===== src/rtl/fdc_cmd_master_if.sv =====
// ============================================================================
//  Module      : fdc_cmd_master_if
//  Description : CPU-port bus between the FDC command master and a
//                uPD765-style floppy disk controller.
//  Revision    : 1.0 - initial release
// ============================================================================
`timescale 1ns/1ps
`default_nettype none

interface fdc_cmd_master_if;
    logic       fdc_ce;
    logic       fdc_a0;
    logic       fdc_rd_n;
    logic       fdc_wr_n;
    logic [7:0] fdc_dout;
    logic [7:0] fdc_din;

    modport master (
        output fdc_ce,
        output fdc_a0,
        output fdc_rd_n,
        output fdc_wr_n,
        output fdc_dout,
        input  fdc_din
    );

    modport slave (
        input  fdc_ce,
        input  fdc_a0,
        input  fdc_rd_n,
        input  fdc_wr_n,
        input  fdc_dout,
        output fdc_din
    );
endinterface

`default_nettype wire


===== src/rtl/fdc_cmd_master.sv =====
// ============================================================================
//  Module      : fdc_cmd_master
//  Description : Executes one complete uPD765 command over the FDC CPU port:
//                MSR-polled command phase followed by MSR-polled result phase.
//                Host loads a 9-byte command buffer, pulses start, and reads
//                up to 8 result bytes after done.
//  Revision    : 1.0 - initial release
// ============================================================================
`timescale 1ns/1ps
`default_nettype none

module fdc_cmd_master #(
    parameter int STROBE_CYCLES = 3,
    parameter int TIMEOUT       = 65535
) (
    input  wire logic       clk,
    input  wire logic       rst,
    input  wire logic       cmd_wr,
    input  wire logic [7:0] cmd_data,
    input  wire logic       start,
    input  wire logic [2:0] res_idx,
    output logic      [7:0] res_data,
    output logic      [3:0] res_count,
    output logic            busy,
    output logic            done,
    output logic            timeout,
    output logic            early_result,
    fdc_cmd_master_if.master fdc
);

    localparam int              SW    = $clog2(STROBE_CYCLES);
    localparam logic [SW-1:0]   SLAST = SW'(STROBE_CYCLES - 1);
    localparam logic [15:0]     TLIM  = 16'(TIMEOUT);

    typedef enum logic [2:0] {
        S_IDLE, S_CMD_POLL, S_CMD_WRITE, S_RES_POLL, S_RES_READ, S_FINISH
    } state_t;

    typedef enum logic [1:0] {PH_SETUP, PH_LOW, PH_HIGH, PH_GAP} phase_t;

    state_t      state, state_n;
    phase_t      phase, phase_n;
    logic [SW-1:0] scnt, scnt_n;
    logic [15:0] poll_cnt;
    logic [7:0]  cmd_buf [0:8];
    logic [3:0]  cmd_count;
    logic [3:0]  cmd_ptr;
    logic [7:0]  res_buf [0:7];
    logic [2:0]  msr_q;          // {RQM, DIO, CB} from the last MSR read

    logic        bus_act, bus_end, sample, start_ok, poll_exp;
    logic        set_to, set_early, poll_clr, poll_inc;
    logic [15:0] poll_next;
    logic [3:0]  wr_idx;

    assign bus_act   = (state == S_CMD_POLL) || (state == S_CMD_WRITE) ||
                       (state == S_RES_POLL) || (state == S_RES_READ);
    assign bus_end   = bus_act && (phase == PH_GAP);
    // FDC registers dout one cycle after the falling edge, so take it late.
    assign sample    = bus_act && (phase == PH_LOW) && (scnt == SLAST);
    assign start_ok  = start && !busy;
    assign poll_next = poll_cnt + 16'd1;
    assign poll_exp  = (poll_next == TLIM);
    assign wr_idx    = (state == S_FINISH) ? 4'd0 : cmd_count;

    // Strobes decode straight from async-reset registers so reset drops them at once.
    assign busy         = bus_act;
    assign done         = (state == S_FINISH);
    assign fdc.fdc_ce   = bus_act && (phase != PH_GAP);
    assign fdc.fdc_a0   = (state == S_CMD_WRITE) || (state == S_RES_READ);
    assign fdc.fdc_wr_n = !((state == S_CMD_WRITE) && (phase == PH_LOW));
    assign fdc.fdc_rd_n = !(bus_act && (state != S_CMD_WRITE) && (phase == PH_LOW));
    assign fdc.fdc_dout = (state == S_CMD_WRITE) ? cmd_buf[cmd_ptr] : 8'h00;

    // State, bus phase and strobe-width counter registers.
    always_ff @(posedge clk or posedge rst) begin
        if (rst) begin
            state <= S_IDLE;
            phase <= PH_SETUP;
            scnt  <= '0;
        end else begin
            state <= state_n;
            phase <= phase_n;
            scnt  <= scnt_n;
        end
    end

    // Bus-cycle sequencing and command/result phase decisions at each bus-cycle end.
    always_comb begin
        state_n   = state;
        phase_n   = PH_SETUP;
        scnt_n    = '0;
        set_to    = 1'b0;
        set_early = 1'b0;
        poll_clr  = 1'b0;
        poll_inc  = 1'b0;

        if (bus_act) begin
            case (phase)
                PH_SETUP: phase_n = PH_LOW;
                PH_LOW: begin
                    phase_n = (scnt == SLAST) ? PH_HIGH : PH_LOW;
                    scnt_n  = (scnt == SLAST) ? '0 : scnt + 1'b1;
                end
                PH_HIGH: begin
                    phase_n = (scnt == SLAST) ? PH_GAP : PH_HIGH;
                    scnt_n  = (scnt == SLAST) ? '0 : scnt + 1'b1;
                end
                default: phase_n = PH_SETUP;
            endcase
        end

        case (state)
            S_IDLE: begin
                if (start)
                    state_n = (cmd_count == 4'd0) ? S_FINISH : S_CMD_POLL;
            end
            S_CMD_POLL: begin
                if (bus_end) begin
                    if (msr_q[2] && !msr_q[1]) begin
                        state_n = S_CMD_WRITE;
                    end else if (poll_exp) begin
                        set_to  = 1'b1;
                        state_n = S_FINISH;
                    end else if (msr_q[2] && msr_q[1]) begin
                        // FDC rejected the command early (e.g. invalid opcode).
                        set_early = 1'b1;
                        poll_inc  = 1'b1;
                        state_n   = S_RES_POLL;
                    end else begin
                        poll_inc = 1'b1;
                    end
                end
            end
            S_CMD_WRITE: begin
                if (bus_end) begin
                    poll_clr = 1'b1;
                    state_n  = ((cmd_ptr + 4'd1) < cmd_count) ? S_CMD_POLL : S_RES_POLL;
                end
            end
            S_RES_POLL: begin
                if (bus_end) begin
                    if (!msr_q[0]) begin
                        state_n = S_FINISH;
                    end else if (msr_q[2] && msr_q[1]) begin
                        state_n = S_RES_READ;
                    end else if (poll_exp) begin
                        set_to  = 1'b1;
                        state_n = S_FINISH;
                    end else begin
                        poll_inc = 1'b1;
                    end
                end
            end
            S_RES_READ: begin
                if (bus_end) begin
                    poll_clr = 1'b1;
                    state_n  = S_RES_POLL;
                end
            end
            S_FINISH: begin
                // Buffer empties with done, so a start here is an empty command.
                state_n = start ? S_FINISH : S_IDLE;
            end
            default: state_n = S_IDLE;
        endcase
    end

    // Command buffer fill, drain pointer, poll counter and MSR capture.
    always_ff @(posedge clk or posedge rst) begin
        if (rst) begin
            for (int i = 0; i < 9; i++) cmd_buf[i] <= 8'h00;
            cmd_count <= 4'd0;
            cmd_ptr   <= 4'd0;
            poll_cnt  <= 16'd0;
            msr_q     <= 3'd0;
        end else begin
            if (cmd_wr && !busy && ((state == S_FINISH) || (cmd_count < 4'd9)))
                cmd_buf[wr_idx] <= cmd_data;
            if (state == S_FINISH)
                cmd_count <= cmd_wr ? 4'd1 : 4'd0;
            else if (cmd_wr && !busy && (cmd_count < 4'd9))
                cmd_count <= cmd_count + 4'd1;

            if (start_ok)
                cmd_ptr <= 4'd0;
            else if ((state == S_CMD_WRITE) && bus_end)
                cmd_ptr <= cmd_ptr + 4'd1;

            if (start_ok || poll_clr)
                poll_cnt <= 16'd0;
            else if (poll_inc)
                poll_cnt <= poll_next;

            if (sample)
                msr_q <= {fdc.fdc_din[7], fdc.fdc_din[6], fdc.fdc_din[4]};
        end
    end

    // Result capture, status flags and registered result read port.
    always_ff @(posedge clk or posedge rst) begin
        if (rst) begin
            for (int i = 0; i < 8; i++) res_buf[i] <= 8'h00;
            res_count    <= 4'd0;
            res_data     <= 8'h00;
            timeout      <= 1'b0;
            early_result <= 1'b0;
        end else begin
            if (start_ok) begin
                res_count <= 4'd0;
            end else if (sample && (state == S_RES_READ)) begin
                if (!res_count[3])
                    res_buf[res_count[2:0]] <= fdc.fdc_din;
                if (res_count != 4'd8)
                    res_count <= res_count + 4'd1;
            end

            if (start_ok)    timeout <= 1'b0;
            else if (set_to) timeout <= 1'b1;

            if (start_ok)       early_result <= 1'b0;
            else if (set_early) early_result <= 1'b1;

            res_data <= res_buf[res_idx];
        end
    end

endmodule

`default_nettype wire


===== src/flat_wrapper.sv =====
// flat-port wrapper written by rule: the top's interface ports become plain ports
module fdc_cmd_master_flat 
#(
    parameter int STROBE_CYCLES = 3,
    parameter int TIMEOUT       = 65535
)
  (clk, rst, cmd_wr, cmd_data, start, res_idx, res_data, res_count, busy, done, timeout, early_result, fdc_fdc_ce, fdc_fdc_a0, fdc_fdc_rd_n, fdc_fdc_wr_n, fdc_fdc_dout, fdc_fdc_din);
  fdc_cmd_master_if fdc_i ();
  input  wire logic clk;
  input  wire logic rst;
  input  wire logic cmd_wr;
  input  wire logic [7:0] cmd_data;
  input  wire logic start;
  input  wire logic [2:0] res_idx;
  output logic      [7:0] res_data;
  output logic      [3:0] res_count;
  output logic busy;
  output logic done;
  output logic timeout;
  output logic early_result;
  output wire logic [$bits(fdc_i.fdc_ce)-1:0] fdc_fdc_ce;
  output wire logic [$bits(fdc_i.fdc_a0)-1:0] fdc_fdc_a0;
  output wire logic [$bits(fdc_i.fdc_rd_n)-1:0] fdc_fdc_rd_n;
  output wire logic [$bits(fdc_i.fdc_wr_n)-1:0] fdc_fdc_wr_n;
  output wire logic [$bits(fdc_i.fdc_dout)-1:0] fdc_fdc_dout;
  input wire logic [$bits(fdc_i.fdc_din)-1:0] fdc_fdc_din;
  assign fdc_fdc_ce = fdc_i.fdc_ce;
  assign fdc_fdc_a0 = fdc_i.fdc_a0;
  assign fdc_fdc_rd_n = fdc_i.fdc_rd_n;
  assign fdc_fdc_wr_n = fdc_i.fdc_wr_n;
  assign fdc_fdc_dout = fdc_i.fdc_dout;
  assign fdc_i.fdc_din = fdc_fdc_din;
  fdc_cmd_master #(.STROBE_CYCLES(STROBE_CYCLES), .TIMEOUT(TIMEOUT)) u_core (.clk(clk), .rst(rst), .cmd_wr(cmd_wr), .cmd_data(cmd_data), .start(start), .res_idx(res_idx), .res_data(res_data), .res_count(res_count), .busy(busy), .done(done), .timeout(timeout), .early_result(early_result), .fdc(fdc_i));
endmodule

===== config.mk =====
export PLATFORM = sky130hd
export DESIGN_NAME = fdc_cmd_master_flat
export DESIGN_NICKNAME = d
export VERILOG_FILES = /design/src/rtl/fdc_cmd_master_if.sv /design/src/rtl/fdc_cmd_master.sv /design/src/flat_wrapper.sv
export SDC_FILE = /design/constraint.sdc
export NUM_CORES = 1
export LEC_CHECK = 0
export ABC_CLOCK_PERIOD_IN_PS = 6100
export CORE_MARGIN = 2
export CORE_UTILIZATION = 25
export DETAILED_ROUTE_END_ITERATION = 10
export GPL_TIMING_DRIVEN = 1
export PLACE_DENSITY_LB_ADDON = 0.3
export SKIP_CTS_REPAIR_TIMING = 1
export SYNTH_ARGS = -nofsm -noshare
export SYNTH_HDL_FRONTEND = slang
export SYNTH_SLANG_ARGS = --single-unit

===== constraint.sdc =====
create_clock -name clk -period 6.1 [get_ports clk]
set_input_delay 1.22 -clock clk [delete_from_list [all_inputs] [get_ports clk]]
set_output_delay 1.22 -clock clk [all_outputs]
set_load 0.01 [all_outputs]

==> key figures <==
Worst setup path
  – CP Capture Type: output pin
  – Worst path arrival time: 3.13 ns
  – Critical-path top delay cell: nor4b_1
  – CP Max Fanout: 13
  – Setup CP Type: reg2out
  – Startpoint Class: register
  – CP peak stage delay: approximately 1.0 ns
  – Data required, critical path: 4.88 ns
  – Worst path cell trace: buf_4, nor4b_1, a21oi_1, nor2_1, clkdlybuf4s50_1

Finish
  – Multi-input gate area: 4170 µm²
  – Syn-to-layout area delta: 18.2%
  – Final Core Density: between 20% and 30%
  – Fin nets: 762
  – Fillers: 3563
  – Share of layout cells above drive strength 1: 34.0%
  – Diode count: 0
  – Reg area: 4600 µm²

Hold path
  – Worst min-delay path class: reg2reg

Routing
  – 1st-pass router iterations: 4
  – Vias/cell: 4.68
  – # DRC: 0
  – Routed length per instance: 17.1 µm
  – Routed wire length: 20.5 mm
  – Vias: 5613
  – DRT antenna net count: 0
  – DRT iter0 DRCs: ~200

Yosys
  – Main synth FF type: dfrtp_1
  – Yosys warns: 0
  – Count leader, synth: dfrtp_1
  – Post-synthesis cell type count: 67
  – Share of the synthesized area in the top cell type: 51.3%
  – Cell area after synthesis: about 9000 µm²
  – Top cells by count, synth: dfrtp_1, mux2_2, nor2_1
  – Synth area leader: dfrtp_1
  – Largest cells by area after synthesis: dfrtp_1, mux2_2, mux4_2
  – Flops & latches, synth: 184
  – Cells after synthesis: 679
  – Ys async rst share: 100%
  – Synthesized netlist net count: 715
  – Number of synthesized flops with an enable pin: 0
  – Sequential area share after synthesis: around half
  – Mean Syn Cell Area: approximately 13 µm²

Timing
  – Crit share post-route: 71.3%
  – Fin. max-slew vios: 0
  – Worst slew pin tran: 1.18 ns
  – Min Tclk post-route: 4.35 ns
  – Hold Vio Cnt, Final: 0
  – Fin Setup TNS: 0 ns
  – Post-Route Hold Slack: ~0.47 ns
  – RSZ-0062 raised after global routing: no
  – Relative slew slack: 20.4%
  – Clk_skew: 0.0143 ns
  – Final setup violation count: 0
  – Fmax: 230 MHz

Clock network
  – Cts bufs inserted: 17
  – Longest Clk Path Bufs: 2
  – TritonCTS Sinks: 184
  – Clk slew on worst S/H paths: 0.08 ns
  – CTS root buffer: clkbuf_16
  – Later-pin clock latency in the skew report: between 0.4 and 0.5 ns
  – CTS HTree Levels: 4
  – CTS tree: done

Floorplan
  – Core outline area: 35500 µm²
  – Die W: around 190 µm
  – Die area: around 37000 µm²
  – Initial Util: 25.3%
  – Site Rows: 69
  – I/O pins: between 50 and 60
  – Die Ht: 194 µm

Global routing
  – M1 GR Usage: 16.1%
  – Vias in the first global route: 5777
  – GR Overflow Total: 0
  – Layer with the highest usage: met2
  – Pin count of the biggest net entering global routing: 143
  – First-pass GRT wire length: 33.4 mm
  – Initial antenna violation count: 0
  – GR Util met3: about 2.3%
  – All-layer global routing usage: 11.3%
  – Met2 Use GR: 17.6%

Job
  – Max-cap violations: 0

Power and ir drop
  – Power Density: 362 nW/µm²
  – Pleak: 4.59 nW
  – Peak supply drop: ~190 µV

Placed design
  – Post-DP HPWL: 13.4 mm
  – Port bufs: 50
  – Gpl congestion: 0.723

Run status
  – Status: completed
state kept, by name, indices dropped and copies added, names as in the netlist:
name	cells
u_core.res_data	8
u_core.poll_cnt	16
u_core.state	3
u_core.timeout	1
u_core.cmd_ptr	4
u_core.msr_q	3
u_core.scnt	2
u_core.res_buf	64
u_core.phase	2
u_core.cmd_count	4
u_core.early_result	1
u_core.res_count	4
u_core.cmd_buf	72
worst max-delay path: cells and delay by family, from the launching register on:
family,cells,cell delay [ns]
flops,1,0.52
buf+inv,2,0.84
compound gates,1,0.17
simple gates,2,1.16
final cells by class:
cell class,instances,share of cell area (%)
Timing Repair Buffer,58,5.40
Clock inverter,14,1.76
Inverter,16,0.601
Tap cell,461,5.44
Sequential cell,184,43.4
Multi-Input combinational cell,449,39.3
Clock buffer,18,4.14
placed cells by master (no fill, tap or decap), types with 3 or more instances in the layout:
cell             netlist  routed
a211o_1                8       8
a211oi_1               5       5
a21bo_2                3       3
a21boi_0               3       3
a21o_1                 3       3
a21oi_1               19      19
and3_1                 7       7
and3_2                 8       8
buf_4                  3       7
clkbuf_16              0      17
clkdlybuf4s50_1        0      50
clkinv_4               0       3
dfrtp_1              184     184
ha_1                  13      13
inv_1                 15      14
inv_6                  0       3
inv_8                  0       3
mux2_2               148     148
mux2i_1               12      12
mux4_2                32      32
nand2_1               26      26
nand2b_1               3       3
nand3_1               18      18
nand4_1                4       4
nor2_1                42      42
nor2b_1                4       4
nor3_1                14      14
nor4_1                 7       7
nor4_2                 3       3
o21ai_0               13      13
xnor2_1                6       6
xor2_1                 5       5
metal layers:
layer | up-vias | share of wire, %
li1 | 2617 | -
met1 | 2914 | 50
met2 | 72 | 46
met3 | 10 | 3.1
met4 | 0 | 0.93
met5 | - | 0
logic make-up (layout without fill, tap and decap cells):
| group | count (synthesis) | after routing | synth area share, % |
|---|---|---|---|
| and+or+nand+nor | 157 | 157 | 9.56 |
| muxes | 192 | 192 | 27.9 |
| xor gates and xnor gates | 11 | 11 | 1.07 |
| buffers and inverters | 46 | 106 | 2.31 |
| adders and majority gates | 13 | 13 | 1.81 |
| DFF | 184 | 184 | 51.3 |
| AOI/OAI and AO/OA | 76 | 76 | 6.03 |
where the power goes:
part / total, mW / leakage (nW) / switching (mW) / internal (mW)
Combinational: 0.985 / 1.88 / 0.457 / 0.528
Sequential: 1.69 / 2.41 / 0.232 / 1.46
Clock: 1.17 / 0.303 / 0.534 / 0.637
through the flow:
stage	power [mW]	setup WS (ns)	instance area (µm²)	instances
5_1_grt	4.07	1.47	10600	1200
3_3_place_gp	2.70	2.22	9980	1168
3_5_place_dp	2.72	2.14	9980	1168
2_1_floorplan	2.41	2.52	8980	679
4_1_cts	3.91	1.66	10600	1200
6_report	3.84	1.75	10600	1200
worst paths after layout:
kind | end | cells past startpoint | start | slack [ns]
setup reg to reg | u_core.cmd_buf[13] | 6 | u_core.state[1] | 3.04
max in group asynchronous | u_core.res_buf[62] | 4 | rst | 3.75
min in group asynchronous | u_core.phase[1] | 3 | rst | 1.31
hold / removal | u_core.scnt[0] | 1 | u_core.scnt[1] | 0.47
hold reg to reg | u_core.scnt[0] | 1 | u_core.scnt[1] | 0.47
setup / recovery | fdc_fdc_dout[4] | 5 | u_core.cmd_ptr[0] | 1.75
(Power assumes the default switching activity.)
==> RTL change 1 (config.mk and constraints unchanged) <==
`res_data` no longer has a reset.
--- a/src/rtl/fdc_cmd_master.sv
+++ b/src/rtl/fdc_cmd_master.sv
@@ -202,7 +202,6 @@
         if (rst) begin
             for (int i = 0; i < 8; i++) res_buf[i] <= 8'h00;
             res_count    <= 4'd0;
-            res_data     <= 8'h00;
             timeout      <= 1'b0;
             early_result <= 1'b0;
         end else begin
@@ -221,8 +220,11 @@
             if (start_ok)       early_result <= 1'b0;
             else if (set_early) early_result <= 1'b1;
 
-            res_data <= res_buf[res_idx];
-        end
+        end
+    end
+
+    always_ff @(posedge clk) begin
+        res_data <= res_buf[res_idx];
     end
 
 endmodule
Function: same outputs for any inputs over 10 cycles, from zero or initial values and one cycle with rst high; that may be too few to reach the edited logic, so the function may still have changed.
==> RTL change 1 against the unedited design <==
  * Non-clock buffer count fell by 4
  * Worst setup slack better by 0.35 ns
  * Worst hold slack worse by 0.0071 ns
  * Sequential cell count is the same
  * Routed wire length fell by 2.5%
  * Total power up 0.33%
  * Global-route usage fell by 0.22 points
  * Final area fell by 0.84%
  * Area after synthesis barely moved
  * Cell count is 0.33% higher
  * Count of clock-buffer cells in the layout rose by 2
==> RTL change 1: results (changes against the unedited design) <==
[metrics] LEAKAGE: 0.00452 µW (-1.6%)
[metrics] met2 WL post-DR: 9340 µm (-2.1%)
[metrics] filler cell count in the final layout: 3578 (+0.42%)
[metrics] DPL Wire Length: 12800 µm (-4.5%)
[metrics] overall global routing resource usage: 11.1% (-0.22 points)
[metrics] combinational group share of total power: 27.4% (+1.8 points)
[metrics] sequential cell area fraction in the yosys report: 50.8% (-0.44 points)
[metrics] met3 capacity usage during global routing: 2.16% (-0.17 points)
[metrics] total power density per cell area: 367 mW/mm² (+1.2%)
[metrics] clk cell area share: 5.33% (-0.57 points)
[metrics] wl on met1: 9930 µm (-2.3%)
[metrics] data-path buffer share of cell area in the final layout: 5.16% (-0.24 points)
[metrics] global-route wire length before repair: 32800 µm (-1.8%)
[metrics] Routed met3 length: 477 µm (-24%)
[metrics] Flop pwr share: 45.4% (+1.5 points)
[metrics] critical path fanouts, max: 20 (+7)
[metrics] maximum number of pins on one net before global-route repair: 177 (+24%)
[metrics] worst-case clock skew: 0.00900 ns (-0.00535 ns)
[metrics] Cell Int Power: 2600 µW (-0.68%)
[metrics] number of multi-input combinational cells: 455 (+1.3%)
[metrics] global routing met2 resource utilization: 17.4% (-0.28 points)
[metrics] net count after synthesis: 722 (+0.98%)
[metrics] via count of the first global-routing pass: 5661 (-2.0%)
[metrics] path depth of the worst reg2reg path: 8 (+2)
[metrics] CP delay by family, top: flip-flops
[metrics] fraction of layout cells with a size suffix above 1: 31.4% (-2.6 points)
[metrics] sequential cell area in the final layout: 0.00456 mm² (-0.87%)
[metrics] number of clock buffers in the layout: 20 (+2)
[metrics] top cell types by occurrence after synthesis: sky130_fd_sc_hd__dfrtp_1 (176), sky130_fd_sc_hd__mux2_2 (147), sky130_fd_sc_hd__nor2_1 (56)
[metrics] Net count, final: 766 (+0.52%)
[metrics] outcome: completed
[metrics] Critical R2R Capture: u_core.state[1]$_DFFE_PP0P_
[metrics] Vias/cell: 4.66 (-0.47%)
[metrics] met1 capacity usage during global routing: 15.5% (-0.54 points)
[metrics] Slew Limit Headroom: 29.8% (+9.4 points)
[metrics] Register-to-Register Setup Slack: 3.31 ns (+0.27 ns)
RTL change 1: cell count changes after synthesis, moves of 6 or more:
cell                       delta
sky130_fd_sc_hd__o21ai_0      -8
sky130_fd_sc_hd__a221o_1      +9
sky130_fd_sc_hd__nor3_1       -7
sky130_fd_sc_hd__a211o_1      -6
sky130_fd_sc_hd__clkbuf_1     -6
sky130_fd_sc_hd__dfrtp_1      -8
sky130_fd_sc_hd__dfxtp_1      +8
sky130_fd_sc_hd__nor2_1      +14
sky130_fd_sc_hd__and3_2       -8
sky130_fd_sc_hd__and3_1       +7
RTL change 1: through the flow:
stage | setup WS [ns] | hold WS (ns) | util [%] | instances | cell area, µm²
after global placement | 2.56 | 0.433 | 28.1 | 1172 | 9960
after CTS | 2.05 | 0.454 | 29.7 | 1204 | 10500
after floorplan | 0.106 | 0.424 | - | 686 | 8980
final | 2.10 | 0.460 | 29.7 | 1204 | 10500
after global routing | 1.92 | 0.476 | 29.7 | 1204 | 10500
after detailed placement | 2.53 | 0.445 | 28.1 | 1172 | 9960
==> RTL change 2 (config.mk and constraints unchanged) <==
Made on the original files. `STROBE_CYCLES` is set to 3 in 2 places; all go to 5.
--- a/src/rtl/fdc_cmd_master.sv
+++ b/src/rtl/fdc_cmd_master.sv
@@ -10,7 +10,7 @@
 `default_nettype none
 
 module fdc_cmd_master #(
-    parameter int STROBE_CYCLES = 3,
+    parameter int STROBE_CYCLES = 5,
     parameter int TIMEOUT       = 65535
 ) (
     input  wire logic       clk,
--- a/src/flat_wrapper.sv
+++ b/src/flat_wrapper.sv
@@ -1,7 +1,7 @@
 // flat-port wrapper written by rule: the top's interface ports become plain ports
 module fdc_cmd_master_flat 
 #(
-    parameter int STROBE_CYCLES = 3,
+    parameter int STROBE_CYCLES = 5,
     parameter int TIMEOUT       = 65535
 )
   (clk, rst, cmd_wr, cmd_data, start, res_idx, res_data, res_count, busy, done, timeout, early_result, fdc_fdc_ce, fdc_fdc_a0, fdc_fdc_rd_n, fdc_fdc_wr_n, fdc_fdc_dout, fdc_fdc_din);
Check against the original RTL: not equivalent (a bounded check fails within 10 cycles, from zero or initial values and one cycle with rst high).
==> RTL change 2 against the unedited design <==
  * Final area grew 2.0%
  * Worst setup slack gained 0.24 ns
  * Via count grew 4.2%
  * Total power shrank 7.9%
  * Routed wire length is essentially flat
  * Area after synthesis grew 2.6%
  * Critical path depth grew 2
  * Sequential cell count grew 1
  * Fmax grew 5.7%
  * Synthesized cell count grew 6.0%
  * Sequential share of layout area shrank 0.64 points
  * Critical endpoint is now fdc_fdc_dout[3]
==> RTL change 2: results (changes against the unedited design) <==
[metrics] outcome: completed
[metrics] Register-to-Register Setup Slack: 2.76 ns (-0.28 ns)
[metrics] Slew Limit Headroom: 27.0% (+6.6 points)
[metrics] leading cell types by total area after synthesis: sky130_fd_sc_hd__dfrtp_1 (50%), sky130_fd_sc_hd__mux2_2 (18%), sky130_fd_sc_hd__mux4_2 (7.8%)
[metrics] overall global routing resource usage: 11.1% (-0.25 points)
[metrics] Vias/cell: 4.72 (+0.87%)
[metrics] sequential cell area fraction in the yosys report: 50.2% (-1.0 points)
[metrics] portion of netlist area occupied by mux cells: 27.1% (-0.82 points)
[metrics] worst-case clock skew: 0.0140 ns (-0.000333 ns)
[metrics] global-route wire length before repair: 33500 µm (+0.35%)
[metrics] total power density per cell area: 327 mW/mm² (-9.7%)
[metrics] post-synthesis area per instance: 12.8 µm² (-3.2%)
[metrics] maximum number of pins on one net before global-route repair: 157 (+9.8%)
[metrics] filler-free cell count of the finished design: 1239 (+3.3%)
[metrics] Placer Congestion: 0.767 (+6.0%)
[metrics] fraction of layout cells with a size suffix above 1: 30.7% (-3.2 points)
[metrics] net count after synthesis: 758 (+6.0%)
[metrics] arithmetic-cell share of the synthesized area counting full adders, half adders and majority gates: 2.04% (+0.23 points)
[metrics] Critical R2R Capture: u_core.cmd_buf[20]$_DFFE_PP0P_
[metrics] fraction of the mapped netlist area in compound gates: 6.08% (+0.050 points)
[metrics] Clk Tree Root Cell: sky130_fd_sc_hd__clkbuf_16
[metrics] number of multi-input combinational cells: 477 (+6.2%)
[metrics] drt first-iter violations: 358 (+84%)
[metrics] final wirelength: 20500 µm (about the same)
[metrics] filler cell count in the final layout: 3716 (+4.3%)
[metrics] maximum VDD drop: 0.215 mV (+14%)
[metrics] critical path arrival: 2.89 ns (-0.24 ns)
[metrics] number of flip-flops and latches in the synthesized netlist: 185 (+0.54%)
[metrics] number of levels the H-tree was split into: 4 (unchanged)
[metrics] area of the die: 0.0384 mm² (+2.6%)
[metrics] clk cell area share: 5.85% (-0.049 points)
[metrics] data-path buffer share of cell area in the final layout: 5.02% (-0.39 points)
[metrics] LEAKAGE: 0.00470 µW (+2.4%)
[metrics] RR Startpoint: u_core.state[0]$_DFFE_PP0P_
[metrics] xor/xnor share of the synthesized area: 1.14% (+0.068 points)
[metrics] DPL Wire Length: 13400 µm (about the same)
[metrics] via count of the first global-routing pass: 5926 (+2.6%)
[metrics] Yosys cell types: 66 (-1.5%)
[metrics] Net count, final: 796 (+4.5%)
[metrics] multi-input gate area in the final layout: 0.00435 mm² (+4.3%)
[metrics] top cell types by occurrence after synthesis: sky130_fd_sc_hd__dfrtp_1 (185), sky130_fd_sc_hd__mux2_2 (148), sky130_fd_sc_hd__nor2_1 (42)
[metrics] count of buffers not belonging to the clock network in the layout: 54 (-6.9%)
[RTL change 2: how the worst max path moves through the flow]
stage / endpoint / slack [ns] / cells past startpoint
floorplan: u_core.cmd_buf[0]$_DFFE_PP0P_ / 2.50 / 1
global placement: fdc_fdc_dout[0] / 2.28 / 4
detailed placement: fdc_fdc_dout[1] / 2.16 / 4
CTS: fdc_fdc_dout[1] / 1.68 / 4
global route: fdc_fdc_dout[2] / 1.79 / 7
finish: fdc_fdc_dout[3] / 1.99 / 7
[RTL change 2: worst max-delay path, cell delays in order (launching register included)]
cell and delay (ns):
sky130_fd_sc_hd__dfrtp_1 0.63, sky130_fd_sc_hd__buf_4 0.36, sky130_fd_sc_hd__mux4_2 0.55, sky130_fd_sc_hd__mux2i_1 0.19
sky130_fd_sc_hd__nor2_1 0.06, sky130_fd_sc_hd__a21oi_1 0.14, sky130_fd_sc_hd__nor2_1 0.06, sky130_fd_sc_hd__clkdlybuf4s50_1 0.48
[RTL change 2: metrics by stage]
| step | cell area (µm²) | util (%) | hold WS (ns) | setup slack (ns) |
|---|---|---|---|---|
| 5_1_grt | 10800 | 29.7 | 0.514 | 1.79 |
| 3_3_place_gp | 10200 | 28.0 | 0.462 | 2.28 |
| 3_5_place_dp | 10200 | 28.0 | 0.477 | 2.16 |
| 4_1_cts | 10800 | 29.7 | 0.490 | 1.68 |
| 2_1_floorplan | 9220 | - | 0.440 | 2.50 |
| 6_report | 10800 | 29.7 | 0.493 | 1.99 |
[RTL change 2: metal layers]
metal	GRT usage (%)	routed length [µm]
met1	15.2	10100
met5	0	0
met2	18.1	9700
met4	3.03	236
met3	1.89	477
[RTL change 2: report_power, final]
group          leakage [µW]  switching [µW]  total (µW)  internal [µW]
clock network      0.000304             547        1180            631
registers           0.00244             177        1540           1360
logic               0.00195             434         828            394
